File: src/rtl/dds_wave_gen.sv
// DDS waveform generator: phase accumulator with glitch-free staged config,
// quarter-wave ROM addressing and a sine/square/sawtooth/triangle output stage.
module dds_wave_gen #(
  parameter int unsigned ACC_W   = 32,
  parameter int unsigned PHASE_W = 12,
  parameter int unsigned OUT_W   = 12
) (
  input  logic                      clk,
  input  logic                      rst,
  input  logic                      en,
  input  logic                      sync_clr,
  input  logic                      cfg_valid,
  output logic                      cfg_ready,
  input  logic [ACC_W-1:0]          cfg_k,
  input  logic [PHASE_W-1:0]        cfg_p,
  input  logic [1:0]                cfg_mode,
  output logic [PHASE_W-3:0]        rom_addr,
  input  logic [OUT_W-2:0]          rom_data,
  output logic signed [OUT_W-1:0]   dout,
  output logic                      dout_valid,
  output logic                      wrap_pulse
);

  typedef enum logic [1:0] {
    MODE_SINE   = 2'd0,
    MODE_SQUARE = 2'd1,
    MODE_SAW    = 2'd2,
    MODE_TRI    = 2'd3
  } mode_t;

  localparam logic [OUT_W-1:0] POS_MAX   = {1'b0, {(OUT_W-1){1'b1}}};
  localparam logic [OUT_W-1:0] NEG_MAX   = OUT_W'(0) - POS_MAX;
  localparam logic [OUT_W-1:0] SIGN_FLIP = {1'b1, {(OUT_W-1){1'b0}}};

  logic [ACC_W-1:0]   acc;
  logic               acc_wrap;
  logic [ACC_W-1:0]   k_act, k_pend;
  logic [PHASE_W-1:0] p_act, p_pend;
  mode_t              mode_act, mode_pend;

  logic [ACC_W:0]     sum_c;
  logic               carry_c;
  logic               apply_c;
  logic               xfer_c;

  logic [PHASE_W-1:0] phase_c;
  logic [PHASE_W-3:0] idx_c;

  logic [PHASE_W-1:0] s1_phase, s2_phase;
  mode_t              s1_mode, s2_mode;
  logic               s1_wrap, s2_wrap;
  logic [1:0]         vld_sr;

  logic [OUT_W-1:0]   mag_c;
  logic [PHASE_W-2:0] fold_c;
  logic [OUT_W-1:0]   sample_c;

  assign sum_c   = {1'b0, acc} + {1'b0, k_act};
  assign carry_c = sum_c[ACC_W];
  // Any carry (even one masked by sync_clr), a clear, or a pause lets staged config take over.
  assign apply_c = carry_c | sync_clr | ~en;
  assign xfer_c  = cfg_valid & cfg_ready;

  // Config handshake: capture into pending, promote to active on the next apply event.
  always_ff @(posedge clk or posedge rst) begin
    if (rst) begin
      cfg_ready <= 1'b1;
      k_pend    <= '0;
      p_pend    <= '0;
      mode_pend <= MODE_SINE;
      k_act     <= '0;
      p_act     <= '0;
      mode_act  <= MODE_SINE;
    end else if (xfer_c) begin
      cfg_ready <= 1'b0;
      k_pend    <= cfg_k;
      p_pend    <= cfg_p;
      mode_pend <= mode_t'(cfg_mode);
    end else if (!cfg_ready && apply_c) begin
      cfg_ready <= 1'b1;
      k_act     <= k_pend;
      p_act     <= p_pend;
      mode_act  <= mode_pend;
    end
  end

  // Phase accumulator; the wrap flag travels with the first post-wrap value.
  always_ff @(posedge clk or posedge rst) begin
    if (rst) begin
      acc      <= '0;
      acc_wrap <= 1'b0;
    end else if (sync_clr) begin
      acc      <= '0;
      acc_wrap <= 1'b0;
    end else if (en) begin
      acc      <= sum_c[ACC_W-1:0];
      acc_wrap <= carry_c;
    end else begin
      acc_wrap <= 1'b0;
    end
  end

  assign phase_c = acc[ACC_W-1 -: PHASE_W] + p_act;
  assign idx_c   = phase_c[PHASE_W-3:0];

  // Stage 1: phase offset, quarter-wave address mirroring, sideband capture.
  always_ff @(posedge clk or posedge rst) begin
    if (rst) begin
      rom_addr <= '0;
      s1_phase <= '0;
      s1_mode  <= MODE_SINE;
      s1_wrap  <= 1'b0;
    end else begin
      rom_addr <= phase_c[PHASE_W-2] ? ~idx_c : idx_c;
      s1_phase <= phase_c;
      s1_mode  <= mode_act;
      s1_wrap  <= acc_wrap;
    end
  end

  // Stage 2: sideband waits out the ROM read cycle.
  always_ff @(posedge clk or posedge rst) begin
    if (rst) begin
      s2_phase <= '0;
      s2_mode  <= MODE_SINE;
      s2_wrap  <= 1'b0;
    end else begin
      s2_phase <= s1_phase;
      s2_mode  <= s1_mode;
      s2_wrap  <= s1_wrap;
    end
  end

  // Waveform shaping from the delayed phase and ROM magnitude.
  always_comb begin
    sample_c = '0;
    mag_c    = {1'b0, rom_data};
    fold_c   = s2_phase[PHASE_W-1] ? ~s2_phase[PHASE_W-2:0] : s2_phase[PHASE_W-2:0];
    case (s2_mode)
      MODE_SINE:   sample_c = s2_phase[PHASE_W-1] ? (OUT_W'(0) - mag_c) : mag_c;
      MODE_SQUARE: sample_c = s2_phase[PHASE_W-1] ? NEG_MAX : POS_MAX;
      MODE_SAW:    sample_c = OUT_W'({s2_phase, OUT_W'(0)} >> PHASE_W) ^ SIGN_FLIP;
      MODE_TRI:    sample_c = OUT_W'({fold_c, (OUT_W+1)'(0)} >> PHASE_W) ^ SIGN_FLIP;
      default:     sample_c = '0;
    endcase
  end

  // Stage 3: registered sample, wrap marker and fill-status flag.
  always_ff @(posedge clk or posedge rst) begin
    if (rst) begin
      dout       <= '0;
      wrap_pulse <= 1'b0;
      vld_sr     <= '0;
      dout_valid <= 1'b0;
    end else begin
      dout       <= sample_c;
      wrap_pulse <= s2_wrap;
      vld_sr     <= {vld_sr[0], 1'b1};
      dout_valid <= vld_sr[1];
    end
  end

endmodule
File: config.mk
export PLATFORM = sky130hd
export DESIGN_NAME = dds_wave_gen
export DESIGN_NICKNAME = d
export VERILOG_FILES = /design/src/rtl/dds_wave_gen.sv
export SDC_FILE = /design/constraint.sdc
export NUM_CORES = 1
export LEC_CHECK = 0
export BUFFER_PORTS_ARGS = -buffer_cell sky130_fd_sc_hd__buf_2
export CORE_MARGIN = 2
export CORE_UTILIZATION = 40
export DETAILED_ROUTE_END_ITERATION = 10
export GPL_TIMING_DRIVEN = 0
export PLACE_DENSITY_LB_ADDON = 0.2
export SLEW_MARGIN = 5
export SYNTH_ARGS = -nofsm -noshare
export SYNTH_HDL_FRONTEND = slang
export SYNTH_SLANG_ARGS = --single-unit
File: constraint.sdc
create_clock -name clk -period 5.1 [get_ports clk]
set_clock_uncertainty 0.15 [all_clocks]
set_input_delay 0.255 -clock clk [delete_from_list [all_inputs] [get_ports clk]]
set_output_delay 0.255 -clock clk [all_outputs]
set_load 0.05 [all_outputs]
== Word level (Yosys, flattened, before mapping) ==
Index checks and enable logic that the tools add are counted.

* Logic and storage cells: 52
* Register bits after elaboration: 182
* Bits of input ports: 62
* Output and inout bits: 25

* Multiplexer cells: 11
* Reductions and logical operators: 6
* Add/sub/neg operators: 3
* Bitwise gates (word level): 9
* Eq/ne operators: 3

{| class="wikitable"
|+ Operators by type and width
! operator !! count
|-
| two-way mux 32 bit || 2
|-
| one-hot mux 12 bit (4 select lines) || 1
|-
| adder 32 x 32 -> 33 bit || 1
|-
| two-way mux 12 bit || 2
|-
| adder 12 bit || 1
|-
| subtractor 1 x 11 -> 12 bit (first input constant) || 1
|-
| two-way mux 11 bit || 1
|-
| NOT 11 bit || 1
|-
| two-way mux 10 bit || 1
|-
| NOT 10 bit || 1
|-
| equality test 2 bit (second input constant) || 2
|-
| two-way mux 1 bit || 4
|-
| NOT 1 bit || 4
|-
| nonzero test 2 bit || 2
|-
| equality test 2 x 1 -> 1 bit (second input constant) || 1
|-
| zero test 2 bit || 1
|-
| bitwise OR 1 bit || 2
|-
| AND reduction 2 bit || 1
|-
| bitwise AND 1 bit || 1
|-
| logical AND 1 bit || 1
|-
| zero test 1 bit || 1
|}

== Longest topological paths before layout ==
Gate-level depths: netlist of run 1.

* Depth after elaboration: 6
* Gate-level depth with buffers: 11
* Depth with buffers taken out: 10

== Least setup slack after synthesis of run 1 ==
OpenSTA, ideal clock, no wires.

* Path kind: register to register
* From: register acc[20]
* To: register rom_addr[1]
* Stages on the path, launching flop included: 12
* Data required time: 4.871 ns
* Path slack: 2.157 ns
* Path buffers: 1
* Period minus slack after synthesis: 2.943 ns
* Data arrival time: 2.714 ns
* Library setup time: 0.079 ns
* Cell sequence: dfrtp_1 -> ha_1 -> fa_1 -> a21o_1 -> a21oi_2 -> o21ai_1 -> or4_1 -> a31o_2 -> a21oi_2 -> xnor2_1 -> buf_4 -> xor2_1

* Elaborated cells between the ends (all ways): 3
* Classes of those cells: 1 x add/sub; 1 x mux; 1 x bitwise

{| class="wikitable"
|+ RTL lines
! what !! RTL line !! source
|-
| from (decl) || 35 || <nowiki>logic [ACC_W-1:0] acc;</nowiki>
|-
| from (signal assigned) || 96 || <nowiki>acc <= sum_c[ACC_W-1:0];</nowiki>
|-
| adder 12 bit || 103 || <nowiki>assign phase_c = acc[ACC_W-1 -: PHASE_W] + p_act;</nowiki>
|-
| net phase_c[10] || 46 || <nowiki>logic [PHASE_W-1:0] phase_c;</nowiki>
|-
| two-way mux 10 bit || 114 || <nowiki>rom_addr <= phase_c[PHASE_W-2] ? ~idx_c : idx_c;</nowiki>
|-
| to (signal assigned) || 114 ||
|-
| to (decl) || 17 || <nowiki>output logic [PHASE_W-3:0] rom_addr,</nowiki>
|}

The timed path passes the listed nets, and every way through them passes these cells.
A chain may end at the register's enable or synchronous reset.

== Worst setup path in the final report of run 1 ==
* From: register acc[0]
* To: register k_act[14]

* Word-level cells in the longest chain between the ends: 5

{| class="wikitable"
|+ RTL lines
! what !! RTL line !! source
|-
| adder 32 x 32 -> 33 bit || 58 || <nowiki>assign sum_c = {1'b0, acc} + {1'b0, k_act};</nowiki>
|-
| bitwise OR 1 bit (2 in series) || 61 || <nowiki>assign apply_c = carry_c | sync_clr | ~en;</nowiki>
|-
| logical AND 1 bit || 79 || <nowiki>end else if (!cfg_ready && apply_c) begin</nowiki>
|-
| AND reduction 2 bit (no source line) || n/a ||
|-
| to (signal assigned) || 81 || <nowiki>k_act <= k_pend;</nowiki>
|-
| to (decl) || 37 || <nowiki>logic [ACC_W-1:0] k_act, k_pend;</nowiki>
|}

No other way between the ends.

==> out/metrics.cfg, run 1 <==
[status]
outcome = complete, no violations

[global_route]
track_usage = 0.171
grt_pass1_wl_um = 32300
grt_max_degree = 38
antenna_found_initial = 0
grt_pass1_vias = 6356
grt-ovfl-total = 0

[final_layout]
layout-drive-gt1-share = 0.256
final_nets = 1035
multi_input_area_sq_mm = 0.00428
ff_latch_area_sq_mm = 0.00456
nFillCells = 2028
areaGrowthSynthToFinish_pct = 22.0
final_area_sq_mm = 0.0110
antennaDiodeCount = 0

[die]
coreArea_sq_mm = 0.0224
die_h_um = 154
ios = 87
rows = 55
die_area_sq_mm = 0.0238
start_util = 0.403
dieWidth_um = 154

[clock_network]
cts_root_buffer = clkbuf_16
cts.sinks = 182
htree_levels = 4
cts_made_buffers = 17
worstSkewPairLatency_ps = 450
tritoncts = built
clock_path_buffers = 2
cts.clk_slew.worst_paths_ps = 70

[routing]
ant_nets = 0
viasPerCell = 5.10
wl_um = 19000
drt_pass1_iterations = 7
drc_errors = 0
drt_iter0_drc = 363
wl_per_cell_um = 15.5
via_count = 6245

[yosys]
yosys.area.top_type = dfrtp_1
ys_async_sr_fraction = 1.00
yosys-top-cells-area = dfrtp_1 50%, mux2_2 9.7%, ha_1 6.1%
yosysMostFrequentCell = dfrtp_1
yosysTopAreaCellShare = 0.501
synth.distinct_cells = 69
syn-num-nets = 877
syn_area_sq_mm = 0.00904
ys.flop_type = dfrtp_1
synthCells = 769
yosysWarnings = 0
ys_ff_latch = 182
synth_edf_count = 0
yosysSeqAreaShare = 0.504
avgSynthCellArea_sq_um = 11.8
ys_top_cells_by_count = 181 x dfrtp_1, 78 x mux2_2, 58 x nand2_1, 48 x nor2_1, 44 x ha_1

[timing]
relSlewSlack = 0.425
tns_ps = 0
rsz0062_at_grt = false
hold_viol = 0
finalMaxSlewViolations = 0
fmax_mhz = 281
setup_viol = 0
period_minus_slack_ps = 3550
worst_pin_slew_ps = 859
fin_crit_sh = 0.697

[placement]
dp_hpwl_um = 13900
port_buffers = 85
dpl-instance-area_sq_mm = 0.00993
routabilityCongestion = 0.868

[setup_path]
crit_path_end_kind = register
crit_arrival_ps = 3740
cp.required_ps = 5290
cp-start-kind = register
rrSetupSlack_ps = 1550
critPathKind = reg2reg
crit_fanout = 10

[hold_path]
min_path_type = in2reg

[pwr]
power.density_mw_per_mm2 = 671
ir_worst_vdd_mv = 0.241
p_leak_nw = 5.04

[flow_run]
cap_violations = 0

==> sequential cells by signal, summed over array words and instances, names as in the netlist, 10 cells and up <==
signal    count
k_pend       32
p_pend       12
s1_phase     12
p_act        12
k_act        32
s2_phase     12
rom_addr     10
dout         12
acc          32
==> metal layers <==
metal	GRT usage	share of wire
met1	0.218	0.45
met2	0.296	0.50
met3	0.0331	0.035
met4	0.0551	0.012
met5	0	0
==> cells in the final DEF (no fill, tap or decap), types with 38 or more instances in the layout <==
| master | count |
|---|---|
| mux2_2 | 78 |
| ha_1 | 44 |
| xnor2_1 | 38 |
| dfrtp_1 | 181 |
| dlygate4sd3_1 | 49 |
| nor2_1 | 48 |
| a21oi_1 | 42 |
| buf_2 | 88 |
| nand2_1 | 58 |
==> path summary, 6_finish.rpt <==
kind,startpoint,to,depth (start not counted)
min in group asynchronous,rst,wrap_pulse,3
setup / recovery,acc[0],k_act[14],11
max in group asynchronous,rst,acc[22],5
hold reg to reg,s1_phase[11],s2_phase[11],0
setup reg to reg,acc[0],k_act[14],11
hold / removal,rom_data[10],dout[11],4
==> what timing repair did <==
action,in CTS,in global routing
endpoints found under the hold margin,68,0
hold buffers,49,0
setup buffers,0,0
resized for setup,0,0
==> cell families after synthesis <==
group	Yosys count	synth area share
XOR/XNOR	59	0.0572
AND/OR/NAND/NOR	181	0.0967
buffers and inverters	44	0.0224
AO/OA/AOI/OAI	152	0.120
other	1	0.000415
flip-flops	182	0.504
multiplexers	104	0.134
adder cells (fa/ha/maj)	46	0.0653
==> cell type report <==
| cell class | count | area share |
|---|---|---|
| buffer | 33 | 0.0146 |
| clock inverter | 15 | 0.0170 |
| inverter | 11 | 0.00408 |
| multi-input combinational | 543 | 0.388 |
| sequential | 182 | 0.413 |
| clock buffer | 17 | 0.0386 |
| timing repair buffer | 139 | 0.0921 |
| tap | 285 | 0.0323 |
==> through the flow <==
step	instances	setup WS, ps	hold WS, ps	power [W]	util
final	1225	1550	22.7	0.00740	0.492
after global routing	1225	1440	37.9	0.00803	0.492
after CTS	1225	1560	8.97	0.00748	0.492
after detailed placement	1144	1580	185	0.00608	0.442
after global placement	1139	1180	181	0.00603	0.438
after floorplan	769	2160	149	0.00528	-
==> worst max-delay path: stages, from the launching register on <==
cell      delay (ps)
dfrtp_1          380
ha_1             230
fa_1             430
a21o_1           210
a311oi_1         480
nor2_1           150
a21oi_2          300
o21ai_4          160
nand4_4          140
a31oi_4          250
buf_6            260
mux2_4           300
==> where the power goes <==
group          switching (W)  internal [W]  leakage [nW]
combinational        0.00212       0.00155          2.55
sequential          0.000336       0.00207          2.19
clock               0.000661      0.000672         0.295
Power figures use the tool's default switching activity.
==> run 2, diff against run 1 <==
Clock period 5.1 ns to 3.3 ns, I/O delays scaled along.
==> run 2 against run 1 <==
  * Critical path depth unchanged
  * Final cell count up 1.7%
  * Clock power up 56%
  * First-iteration DRC count down 2.8%
  * Die area unchanged
  * Largest power group unchanged
  * Highest routed layer unchanged
==> out/metrics.cfg, run 2 (synthesis results as in run 1) <==
[global_route]
grt_max_degree = 38
track_usage = 0.172
grt_pass1_wl_um = 32400
grt-ovfl-total = 0
antenna_found_initial = 0
grt_pass1_vias = 6381

[timing]
worst_pin_slew_ps = 834
period_minus_slack_ps = 3140
hold_viol = 0
relSlewSlack = 0.442
finalMaxSlewViolations = 0
setup_viol = 0
fin_crit_sh = 0.952
rsz0062_at_grt = false
setup_slack_ps = 157
fmax_mhz = 318

[clock_network]
clock_path_buffers = 2
worstSkewPairLatency_ps = 450
cts.sinks = 182
cts.clk_slew.worst_paths_ps = 80
cts_made_buffers = 17
cts_root_buffer = clkbuf_16
tritoncts = built
htree_levels = 4

[routing]
ant_nets = 0
wl_per_cell_um = 15.7
viasPerCell = 5.07
drt_pass1_iterations = 6
wl_um = 19500
drt_iter0_drc = 353
drc_errors = 0
via_count = 6321

[setup_path]
cp_common_cell = a21oi_2
cp.required_ps = 3520
max_stage_delay_ps = 460
rrSetupSlack_ps = 160
crit_path_end_kind = register
r2r_start = acc[20]
cp_slowest_cell = dfrtp_2
crit_fanout = 5
crit_buf_inv = 1
rr_endpoint = rom_addr[0]
critical_path.endpoint = rom_addr[0]
crit_arrival_ps = 3360
r2r_cells = 11
critPathKind = reg2reg
path_cells = ha_1, fa_2, a21o_1, a21oi_2, o21ai_1, or4_4, a31o_2, a21oi_2, xnor2_2, buf_6, xor2_1
path_depth = 11
crit_start = acc[20]
critical-path-top-delay-family = compound AO/OA/AOI/OAI gates
cp-start-kind = register

[final_layout]
antennaDiodeCount = 0
final_util = 0.506
layout-drive-gt1-share = 0.275
final_cell_mix = 180 x dfrtp_1, 88 x buf_2, 78 x mux2_2
final_cells = 1246
final_area_sq_mm = 0.0114
reg.largest.list = acc: 32 flops, k_act: 32 flops, k_pend: 32 flops
final_nets = 1056
areaGrowthSynthToFinish_pct = 25.6
final_common_cell = dfrtp_1

[die]
die_h_um = 154
rows = 55
die_area_sq_mm = 0.0238
start_util = 0.403
dieWidth_um = 154
ios = 87
coreArea_sq_mm = 0.0224

[pwr]
power.density_mw_per_mm2 = 1040
ir_worst_vdd_mv = 0.373
p_leak_nw = 5.17
power_w = 0.0118

[status]
outcome = complete, no violations

[placement]
routabilityCongestion = 0.868
dp.cells = 1144
place_ws_ps = -219
dp_hpwl_um = 13900
dpl-instance-area_sq_mm = 0.00993
port_buffers = 85

[flow_run]
cap_violations = 0

[hold_path]
min_path_type = in2reg

==> run 2: cell types whose count changed in the layout (fill, tap and decap cells not counted), moves of 2 or more <==
cell / before / now
buf_12: 5 / 7
dlygate4sd3_1: 49 / 59
nor2_1: 48 / 46
nor2_2: 0 / 2
buf_4: 1 / 9
xor2_2: 0 / 2
clkbuf_16: 17 / 19
xor2_1: 21 / 19
fa_2: 0 / 2
fa_1: 2 / 0
==> run 2: worst min path at each step <==
| stage | start | endpoint | slack, ps | cells past startpoint |
|---|---|---|---|---|
| 3_5_place_dp | rst | wrap_pulse | 130 | 2 |
| 5_1_grt | rom_data[1] | dout[3] | 180 | 5 |
| 4_1_cts | rom_data[1] | dout[3] | 80 | 5 |
| 3_3_place_gp | vld_sr[1] | dout_valid | 180 | 0 |
| 6_report | rom_data[1] | dout[3] | 90 | 5 |
| 2_1_floorplan | cfg_valid | cfg_ready | 60 | 1 |
==> run 2: layer usage <==
layer / wire length (um) / track usage / vias to the layer above
met3: 649 / 0.0328 / 18
met5: 0 / 0 / -
met4: 265 / 0.0551 / 0
li1: - / - / 3127
met1: 8730 / 0.218 / 3063
met2: 9870 / 0.298 / 113
==> run 2: worst min-delay path, stage by stage <==
cell	delay, ps
buf_2	100
o31ai_1	80
xnor2_1	130
nor2_1	100
o31ai_1	80
==> run 2: what timing repair did <==
| item | 4_1_cts | 5_1_grt |
|---|---|---|
| cloned | 0 | 3 |
| pin swaps | 3 | 5 |
| endpoints found under the hold margin | 79 | 0 |
| setup endpoints to repair | 49 | 53 |
| buffers inserted | 2 | 7 |
| hold buffers | 59 | 0 |
| resized for setup | 2 | 20 |
==> run 2: cell type report <==
cell class | count | area (sq um)
Timing Repair Buffer | 161 | 1250
Tap cell | 285 | 357
Clock buffer | 17 | 425
Buffer | 32 | 174
Fill cell | 2011 | 11100
Sequential cell | 182 | 4560
Inverter | 11 | 45.0
Multi-Input combinational cell | 543 | 4360
Clock inverter | 15 | 188
==> run 2: report_power, final <==
part / switching, W / internal (W) / total [W]
clock: 0.00103 / 0.00104 / 0.00207
sequential: 0.000520 / 0.00320 / 0.00372
combinational: 0.00340 / 0.00263 / 0.00604
total: 0.00495 / 0.00687 / 0.0118
==> run 2: through the flow <==
| stage | hold WS [ps] | setup TNS (ps) |
|---|---|---|
| after detailed placement | 130 | -7270 |
| final | 94.4 | 0 |
| after CTS | 75.3 | -0.879 |
| after global routing | 185 | 0 |
| after floorplan | 59.1 | 0 |
| after global placement | 181 | -99370 |
